===== src/rtl/instr_mem_arb_pkg.sv =====
// Shared types and constants for the instruction-RAM arbiter between core fetch and program loader.
package instr_mem_arb_pkg;

  typedef enum logic {
    OWNER_CORE   = 1'b0,
    OWNER_LOADER = 1'b1
  } owner_e;

  typedef enum logic {
    BOOT_HOLD = 1'b0,
    BOOT_RUN  = 1'b1
  } boot_state_e;

  localparam int CONFLICT_CNT_W = 16;

endpackage


===== src/rtl/instr_mem_arbiter_if.sv =====
// Bus bundle for instr_mem_arbiter: core fetch port, loader port and the single-port RAM port.
interface instr_mem_arbiter_if #(
  parameter int ADDR_WIDTH     = 32,
  parameter int RAM_ADDR_WIDTH = 14,
  parameter int DATA_WIDTH     = 32
);
  logic                        core_req_i;
  logic                        core_gnt_o;
  logic                        core_rvalid_o;
  logic [ADDR_WIDTH-1:0]       core_addr_i;
  logic [DATA_WIDTH-1:0]       core_rdata_o;

  logic                        ld_req_i;
  logic                        ld_gnt_o;
  logic                        ld_rvalid_o;
  logic                        ld_we_i;
  logic [DATA_WIDTH/8-1:0]     ld_be_i;
  logic [ADDR_WIDTH-1:0]       ld_addr_i;
  logic [DATA_WIDTH-1:0]       ld_wdata_i;
  logic [DATA_WIDTH-1:0]       ld_rdata_o;

  logic                        mem_en_o;
  logic                        mem_we_o;
  logic [DATA_WIDTH/8-1:0]     mem_be_o;
  logic [RAM_ADDR_WIDTH-1:0]   mem_addr_o;
  logic [DATA_WIDTH-1:0]       mem_wdata_o;
  logic [DATA_WIDTH-1:0]       mem_rdata_i;

  // Arbiter side
  modport slave (
    input  core_req_i, core_addr_i,
    input  ld_req_i, ld_we_i, ld_be_i, ld_addr_i, ld_wdata_i,
    input  mem_rdata_i,
    output core_gnt_o, core_rvalid_o, core_rdata_o,
    output ld_gnt_o, ld_rvalid_o, ld_rdata_o,
    output mem_en_o, mem_we_o, mem_be_o, mem_addr_o, mem_wdata_o
  );

  // Requesters and RAM side
  modport master (
    output core_req_i, core_addr_i,
    output ld_req_i, ld_we_i, ld_be_i, ld_addr_i, ld_wdata_i,
    output mem_rdata_i,
    input  core_gnt_o, core_rvalid_o, core_rdata_o,
    input  ld_gnt_o, ld_rvalid_o, ld_rdata_o,
    input  mem_en_o, mem_we_o, mem_be_o, mem_addr_o, mem_wdata_o
  );

endinterface


===== src/rtl/instr_mem_arbiter_rr_arbiter2.sv =====
// Two-way round-robin grant logic; last_owner flips priority so a tie goes to whoever was not served last.
module rr_arbiter2
  import instr_mem_arb_pkg::*;
(
  input  logic clk,
  input  logic reset_n_sync,
  input  logic req_core,
  input  logic req_loader,
  output logic gnt_core,
  output logic gnt_loader
);

  owner_e last_owner;

  always_comb begin
    gnt_core   = 1'b0;
    gnt_loader = 1'b0;
    if (req_core && req_loader) begin
      if (last_owner == OWNER_LOADER) gnt_core   = 1'b1;
      else                            gnt_loader = 1'b1;
    end else begin
      gnt_core   = req_core;
      gnt_loader = req_loader;
    end
  end

  // Reset to LOADER so the core wins the first tie
  always_ff @(posedge clk or negedge reset_n_sync) begin
    if (!reset_n_sync)   last_owner <= OWNER_LOADER;
    else if (gnt_core)   last_owner <= OWNER_CORE;
    else if (gnt_loader) last_owner <= OWNER_LOADER;
  end

endmodule


===== src/rtl/instr_mem_arbiter.sv =====
// Shares the instruction RAM between core fetch and the program loader, with boot hold-off of core fetch.
// Boot FSM is present only when INSTR_MEM_ARB_BOOT_HOLD_EN is defined; otherwise the block always runs.
module instr_mem_arbiter
  import instr_mem_arb_pkg::*;
#(
  parameter int ADDR_WIDTH     = 32,
  parameter int RAM_ADDR_WIDTH = 14,
  parameter int DATA_WIDTH     = 32
) (
  input  logic                      clk,
  input  logic                      reset_n_sync,
  instr_mem_arbiter_if.slave        bus,
  input  logic                      loader_done_i,
  input  logic                      fetch_enable_i,
  output logic                      fetch_enable_o,
  output logic [CONFLICT_CNT_W-1:0] conflict_cnt_o
);

  localparam int BE_WIDTH = DATA_WIDTH / 8;

  function automatic logic [CONFLICT_CNT_W-1:0] sat_inc(input logic [CONFLICT_CNT_W-1:0] v);
    return (&v) ? v : v + {{(CONFLICT_CNT_W-1){1'b0}}, 1'b1};
  endfunction

  logic core_run;

`ifdef INSTR_MEM_ARB_BOOT_HOLD_EN
  boot_state_e boot_state;

  always_ff @(posedge clk or negedge reset_n_sync) begin
    if (!reset_n_sync) begin
      boot_state <= BOOT_HOLD;
    end else begin
      case (boot_state)
        BOOT_HOLD: if (loader_done_i) boot_state <= BOOT_RUN;
        BOOT_RUN:  boot_state <= BOOT_RUN;
        default:   boot_state <= BOOT_HOLD;
      endcase
    end
  end

  assign core_run = (boot_state == BOOT_RUN);
`else
  logic unused_loader_done;
  assign unused_loader_done = loader_done_i;
  assign core_run           = 1'b1;
`endif

  assign fetch_enable_o = core_run & fetch_enable_i;

  // Grant stage: a held-off core simply does not compete
  logic gnt_core;
  logic gnt_loader;

  rr_arbiter2 u_rr_arbiter2 (
    .clk          (clk),
    .reset_n_sync (reset_n_sync),
    .req_core     (bus.core_req_i & core_run),
    .req_loader   (bus.ld_req_i),
    .gnt_core     (gnt_core),
    .gnt_loader   (gnt_loader)
  );

  assign bus.core_gnt_o = gnt_core;
  assign bus.ld_gnt_o   = gnt_loader;

  always_comb begin
    bus.mem_en_o    = 1'b0;
    bus.mem_we_o    = 1'b0;
    bus.mem_be_o    = '0;
    bus.mem_addr_o  = '0;
    bus.mem_wdata_o = '0;
    if (gnt_loader) begin
      bus.mem_en_o    = 1'b1;
      bus.mem_we_o    = bus.ld_we_i;
      bus.mem_be_o    = bus.ld_be_i;
      bus.mem_addr_o  = bus.ld_addr_i[RAM_ADDR_WIDTH+1:2];
      bus.mem_wdata_o = bus.ld_wdata_i;
    end else if (gnt_core) begin
      bus.mem_en_o    = 1'b1;
      bus.mem_be_o    = {BE_WIDTH{1'b1}};
      bus.mem_addr_o  = bus.core_addr_i[RAM_ADDR_WIDTH+1:2];
    end
  end

  // Upper address bits wrap modulo RAM size; byte offset is irrelevant for word access
  logic unused_addr_bits;
  assign unused_addr_bits = ^{bus.core_addr_i[ADDR_WIDTH-1:RAM_ADDR_WIDTH+2], bus.core_addr_i[1:0],
                              bus.ld_addr_i[ADDR_WIDTH-1:RAM_ADDR_WIDTH+2], bus.ld_addr_i[1:0]};

  // Response stage: RAM data arrives one cycle after the grant
  owner_e                owner_q;
  logic                  valid_q;
  logic [DATA_WIDTH-1:0] core_rdata_q;
  logic [DATA_WIDTH-1:0] ld_rdata_q;
  logic                  core_rvalid;
  logic                  ld_rvalid;

  always_ff @(posedge clk or negedge reset_n_sync) begin
    if (!reset_n_sync) begin
      valid_q <= 1'b0;
      owner_q <= OWNER_LOADER;
    end else begin
      valid_q <= gnt_core | gnt_loader;
      if (gnt_loader)    owner_q <= OWNER_LOADER;
      else if (gnt_core) owner_q <= OWNER_CORE;
    end
  end

  assign core_rvalid = valid_q && (owner_q == OWNER_CORE);
  assign ld_rvalid   = valid_q && (owner_q == OWNER_LOADER);

  always_ff @(posedge clk or negedge reset_n_sync) begin
    if (!reset_n_sync) begin
      core_rdata_q <= '0;
      ld_rdata_q   <= '0;
    end else begin
      if (core_rvalid) core_rdata_q <= bus.mem_rdata_i;
      if (ld_rvalid)   ld_rdata_q   <= bus.mem_rdata_i;
    end
  end

  assign bus.core_rvalid_o = core_rvalid;
  assign bus.ld_rvalid_o   = ld_rvalid;
  assign bus.core_rdata_o  = core_rvalid ? bus.mem_rdata_i : core_rdata_q;
  assign bus.ld_rdata_o    = ld_rvalid   ? bus.mem_rdata_i : ld_rdata_q;

  logic                      denied;
  logic [CONFLICT_CNT_W-1:0] conflict_cnt_q;

  assign denied = (bus.core_req_i & ~gnt_core) | (bus.ld_req_i & ~gnt_loader);

  always_ff @(posedge clk or negedge reset_n_sync) begin
    if (!reset_n_sync) conflict_cnt_q <= '0;
    else if (denied)   conflict_cnt_q <= sat_inc(conflict_cnt_q);
  end

  assign conflict_cnt_o = conflict_cnt_q;

endmodule


===== src/flat_wrapper.sv =====
// flat-port wrapper written by rule: the top's interface ports become plain ports
module instr_mem_arbiter_flat import instr_mem_arb_pkg::*;
#(
  parameter int ADDR_WIDTH     = 32,
  parameter int RAM_ADDR_WIDTH = 14,
  parameter int DATA_WIDTH     = 32
)
  (clk, reset_n_sync, loader_done_i, fetch_enable_i, fetch_enable_o, conflict_cnt_o, bus_core_req_i, bus_core_addr_i, bus_ld_req_i, bus_ld_we_i, bus_ld_be_i, bus_ld_addr_i, bus_ld_wdata_i, bus_mem_rdata_i, bus_core_gnt_o, bus_core_rvalid_o, bus_core_rdata_o, bus_ld_gnt_o, bus_ld_rvalid_o, bus_ld_rdata_o, bus_mem_en_o, bus_mem_we_o, bus_mem_be_o, bus_mem_addr_o, bus_mem_wdata_o);
  instr_mem_arbiter_if #(.ADDR_WIDTH(ADDR_WIDTH), .RAM_ADDR_WIDTH(RAM_ADDR_WIDTH), .DATA_WIDTH(DATA_WIDTH)) bus_i ();
  input  logic clk;
  input  logic reset_n_sync;
  input  logic loader_done_i;
  input  logic fetch_enable_i;
  output logic fetch_enable_o;
  output logic [CONFLICT_CNT_W-1:0] conflict_cnt_o;
  input wire logic [$bits(bus_i.core_req_i)-1:0] bus_core_req_i;
  input wire logic [$bits(bus_i.core_addr_i)-1:0] bus_core_addr_i;
  input wire logic [$bits(bus_i.ld_req_i)-1:0] bus_ld_req_i;
  input wire logic [$bits(bus_i.ld_we_i)-1:0] bus_ld_we_i;
  input wire logic [$bits(bus_i.ld_be_i)-1:0] bus_ld_be_i;
  input wire logic [$bits(bus_i.ld_addr_i)-1:0] bus_ld_addr_i;
  input wire logic [$bits(bus_i.ld_wdata_i)-1:0] bus_ld_wdata_i;
  input wire logic [$bits(bus_i.mem_rdata_i)-1:0] bus_mem_rdata_i;
  output wire logic [$bits(bus_i.core_gnt_o)-1:0] bus_core_gnt_o;
  output wire logic [$bits(bus_i.core_rvalid_o)-1:0] bus_core_rvalid_o;
  output wire logic [$bits(bus_i.core_rdata_o)-1:0] bus_core_rdata_o;
  output wire logic [$bits(bus_i.ld_gnt_o)-1:0] bus_ld_gnt_o;
  output wire logic [$bits(bus_i.ld_rvalid_o)-1:0] bus_ld_rvalid_o;
  output wire logic [$bits(bus_i.ld_rdata_o)-1:0] bus_ld_rdata_o;
  output wire logic [$bits(bus_i.mem_en_o)-1:0] bus_mem_en_o;
  output wire logic [$bits(bus_i.mem_we_o)-1:0] bus_mem_we_o;
  output wire logic [$bits(bus_i.mem_be_o)-1:0] bus_mem_be_o;
  output wire logic [$bits(bus_i.mem_addr_o)-1:0] bus_mem_addr_o;
  output wire logic [$bits(bus_i.mem_wdata_o)-1:0] bus_mem_wdata_o;
  assign bus_i.core_req_i = bus_core_req_i;
  assign bus_i.core_addr_i = bus_core_addr_i;
  assign bus_i.ld_req_i = bus_ld_req_i;
  assign bus_i.ld_we_i = bus_ld_we_i;
  assign bus_i.ld_be_i = bus_ld_be_i;
  assign bus_i.ld_addr_i = bus_ld_addr_i;
  assign bus_i.ld_wdata_i = bus_ld_wdata_i;
  assign bus_i.mem_rdata_i = bus_mem_rdata_i;
  assign bus_core_gnt_o = bus_i.core_gnt_o;
  assign bus_core_rvalid_o = bus_i.core_rvalid_o;
  assign bus_core_rdata_o = bus_i.core_rdata_o;
  assign bus_ld_gnt_o = bus_i.ld_gnt_o;
  assign bus_ld_rvalid_o = bus_i.ld_rvalid_o;
  assign bus_ld_rdata_o = bus_i.ld_rdata_o;
  assign bus_mem_en_o = bus_i.mem_en_o;
  assign bus_mem_we_o = bus_i.mem_we_o;
  assign bus_mem_be_o = bus_i.mem_be_o;
  assign bus_mem_addr_o = bus_i.mem_addr_o;
  assign bus_mem_wdata_o = bus_i.mem_wdata_o;
  instr_mem_arbiter #(.ADDR_WIDTH(ADDR_WIDTH), .RAM_ADDR_WIDTH(RAM_ADDR_WIDTH), .DATA_WIDTH(DATA_WIDTH)) u_core (.clk(clk), .reset_n_sync(reset_n_sync), .bus(bus_i), .loader_done_i(loader_done_i), .fetch_enable_i(fetch_enable_i), .fetch_enable_o(fetch_enable_o), .conflict_cnt_o(conflict_cnt_o));
endmodule

===== config.mk =====
export PLATFORM = sky130hd
export DESIGN_NAME = instr_mem_arbiter_flat
export DESIGN_NICKNAME = d
export VERILOG_FILES = /design/src/rtl/instr_mem_arb_pkg.sv /design/src/rtl/instr_mem_arbiter_if.sv /design/src/rtl/instr_mem_arbiter_rr_arbiter2.sv /design/src/rtl/instr_mem_arbiter.sv /design/src/flat_wrapper.sv
export SDC_FILE = /design/constraint.sdc
export NUM_CORES = 1
export LEC_CHECK = 0
export CAP_MARGIN = 10
export CORE_MARGIN = 5
export CORE_UTILIZATION = 37
export CTS_BUF_LIST = sky130_fd_sc_hd__clkbuf_8 sky130_fd_sc_hd__clkbuf_16
export DETAILED_ROUTE_END_ITERATION = 7
export GPL_TIMING_DRIVEN = 0
export PLACE_DENSITY = 0.92
export SLEW_MARGIN = 15
export SYNTH_ARGS = -nofsm -noshare
export SYNTH_HDL_FRONTEND = slang
export SYNTH_HIERARCHICAL = 1
export SYNTH_SLANG_ARGS = --single-unit

===== constraint.sdc =====
create_clock -name clk -period 6.9 [get_ports clk]
set_clock_uncertainty 0.1 [all_clocks]
set_input_delay 2.07 -clock clk [delete_from_list [all_inputs] [get_ports clk]]
set_output_delay 2.07 -clock clk [all_outputs]
set_load 0.01 [all_outputs]

==> results.py <==
metrics = {
    "cells_and_area": {
        "fillers": 754,
        "drive_gt1_share_pct": 18.0,
        "final_common_cell": "clkdlybuf4s50_1",
        "layout_common_cells": "clkdlybuf4s50_1 (236), dfrtp_1 (81), mux2_2 (66)",
        "final_net_count": 673,
        "syn_to_final_growth_pct": 73.2,
        "multiInputGateArea_sq_mm": 0.00157,
        "antenna_cells": 0,
        "seq_area_sq_mm": 0.00208,
    },
    "global_route": {
        "grt_pass1_wl_um": 17900,
        "antenna_found_initial": 0,
        "grt-ovfl-total": 0,
        "grt_usage_pct": 19.3,
        "grt_max_degree": 49,
        "grt_pass1_vias": 3566,
    },
    "synth": {
        "yosysSeqAreaShare_pct": 55.8,
        "ys_ff_latch": 83,
        "synth_nets": 424,
        "synth_area_per_cell_sq_um": 13.1,
        "yosysUniqueCellTypes": 36,
        "syn_inst": 284,
        "synthesis.area_sq_mm": 0.00372,
        "yosysWarningCount": 6,
    },
    "timing": {
        "grt_setup_unrepaired": "false",
        "setup_tns_ns": 0,
        "slew_viol_final": 0,
        "max_freq_mhz": 151,
        "setup_viol": 0,
        "min_period_ns": 6.64,
        "post-route-period-util_pct": 96.2,
        "worst_pin_slew_ns": 0.609,
        "slew_headroom_pct": 59.4,
        "hold_viol_final": 0,
    },
    "setup_path": {
        "cp.required_ns": 4.73,
        "crit_slowest_cell": "clkdlybuf4s50_1",
        "end_kind": "primary output",
        "path_cells": "clkdlybuf4s50_1, a21boi_0, clkbuf_1, nor2_2, clkbuf_1, a22o_1, clkdlybuf4s50_1",
        "cp.arrival_ns": 4.47,
        "max_stage_delay_ns": 0.56,
        "crit_start": "bus_core_req_i",
        "reg2reg_from": "u_core/u_rr_arbiter2/last_owner",
        "path_class": "input pin to primary output",
        "start_kind": "input pin",
        "crit_fanout": 10,
        "r2r_setup_slack_ns": 4.88,
    },
    "floorplan": {
        "rows": 36,
        "die-height_um": 110,
        "die_x_um": 110,
        "core_sq_mm": 0.00977,
        "start_util_pct": 38.1,
        "ios": 276,
        "die-area_sq_mm": 0.0122,
    },
    "route": {
        "vias_per_cell": 4.78,
        "ant_nets": 0,
        "drt_iter0_drc": 73,
        "wirelength_um": 12100,
        "wl_per_cell_um": 18.0,
        "drc": 0,
        "first_pass_iters": 4,
        "route.vias.total": 3207,
    },
    "pwr": {
        "p_clk_share_pct": 17.0,
        "power.density_mw_per_mm2": 269,
        "ir_worst_vdd_mv": 0.102,
        "p_int_mw": 1.20,
        "power_mw": 1.73,
        "pwr-share-comb_pct": 43.5,
        "swShare_pct": 31.0,
        "switchingPower_mw": 0.537,
        "leakagePower_nw": 2.68,
        "sequentialPowerShare_pct": 39.5,
    },
    "place": {
        "port_buffers": 237,
        "hpwl_um": 10000,
        "gp_congestion": 0.846,
    },
    "cts": {
        "root_buffer": "clkbuf_8",
        "clockBufferDepth": 2,
        "cts_buffers": 9,
        "clkTransAtPathRegs_ns": 0.07,
        "cts.sinks": 83,
        "cts_tree": "done",
        "htree_levels": 3,
        "cts_setup_buffers": 0,
        "clock_latency_ns": 0.35,
    },
    "min_path": {
        "hold_class": "flop to flop",
        "hp-start": "u_core/u_rr_arbiter2/last_owner",
    },
    "run_status": {
        "status": "finished, final reports clean",
    },
    "job": {
        "max_cap_viol_count": 0,
    },
}
[critical path: cells and delay by family]
family / cells / cell delay, ns
buffers and inverters: 4 / 1.68
and+or+nand+nor: 1 / 0.37
AOI/OAI and AO/OA: 2 / 0.34
[synth_stat cells (all sizes together)]
cell type,n,area share (%)
dfrtp,81,54
mux2,67,20
and2,34,5.7
a22o,13,3.1
xor2,13,3.1
buf,8,1.0
nand2,8,0.81
clkbuf,7,0.71
nor2,7,0.77
nor3,6,0.81
a21o,5,1.0
inv,4,0.40
nand3,3,0.54
nand4,3,0.91
nor2b,3,0.50
nor3b,3,0.60
nor4b,3,0.87
and3,2,0.34
dfstp,2,1.4
nor4,2,0.74
o21ai,2,0.27
or2,2,0.34
a21boi,1,0.20
and4,1,0.24
ha,1,0.34
nand2b,1,0.17
o2111ai,1,0.24
o211ai,1,0.20
[state kept, by name (all words and copies together), names as in the netlist]
register                         flops
u_core/core_rdata_q                 32
u_core/ld_rdata_q                   32
u_core/conflict_cnt_o               16
u_core/owner_q                       1
u_core/u_rr_arbiter2/last_owner      1
u_core/valid_q                       1
[cell families after synthesis]
logic type / share of synthesized area, %
XOR/XNOR: 3.06
AND/OR/NAND/NOR: 13.3
buffers and inverters: 2.12
flip-flops: 55.8
adder cells (fa/ha/maj): 0.336
multiplexers: 20.4
AO/OA/AOI/OAI: 4.97
[metal layers]
metal | vias to the layer above | share of wire (%) | global-route usage [%]
met5 | - | 0 | 0
met4 | 0 | 4.1 | 10.3
met3 | 29 | 10 | 6.41
met2 | 164 | 54 | 36.4
met1 | 1534 | 32 | 18.3
li1 | 1480 | - | -
[layout make-up]
cell class | count | area share, %
timing repair buffer | 238 | 37.2
sequential | 83 | 32.2
multi-input combinational | 182 | 24.3
clock buffer | 9 | 1.92
inverter | 4 | 0.233
buffer | 15 | 0.989
clock inverter | 7 | 0.582
tap | 133 | 2.58
[final timing paths]
path                                              endpoint  depth (start not counted)
max in group asynchronous         u_core/conflict_cnt_o[5]                          2
max                                      bus_mem_addr_o[6]                          7
min                        u_core/u_rr_arbiter2/last_owner                          2
min in group asynchronous            u_core/ld_rdata_q[18]                          1
max reg2reg                       u_core/conflict_cnt_o[1]                          6
min reg2reg                u_core/u_rr_arbiter2/last_owner                          2
[metrics by stage]
stage                     area, sq um  setup slack (ns)  std cells  utilization [%]  hold WS (ns)
after global routing             6450            0.0790        671             66.0         0.410
after CTS                        6450            0.0962        671             66.0         0.390
after global placement           6260             0.133        654             64.1         0.374
after floorplan                  3720              1.36        284                -         0.351
after detailed placement         6290            0.0975        655             64.3         0.382
final                            6450             0.261        671             66.0         0.387
[power by group through the flow]
stage,logic [mW],registers (mW),clock network [mW]
2_1_floorplan,0.308,0.687,0
3_3_place_gp,0.741,0.685,0
3_5_place_dp,0.763,0.695,0
4_1_cts,0.768,0.686,0.303
5_1_grt,0.805,0.701,0.322
6_report,0.754,0.685,0.295
[repair_timing]
action / in CTS / in global routing
hold buffers: 0 / 0
setup endpoints to repair: 0 / 10
resized for setup: 0 / 1
Note: power is estimated with default switching activity, not from simulation.
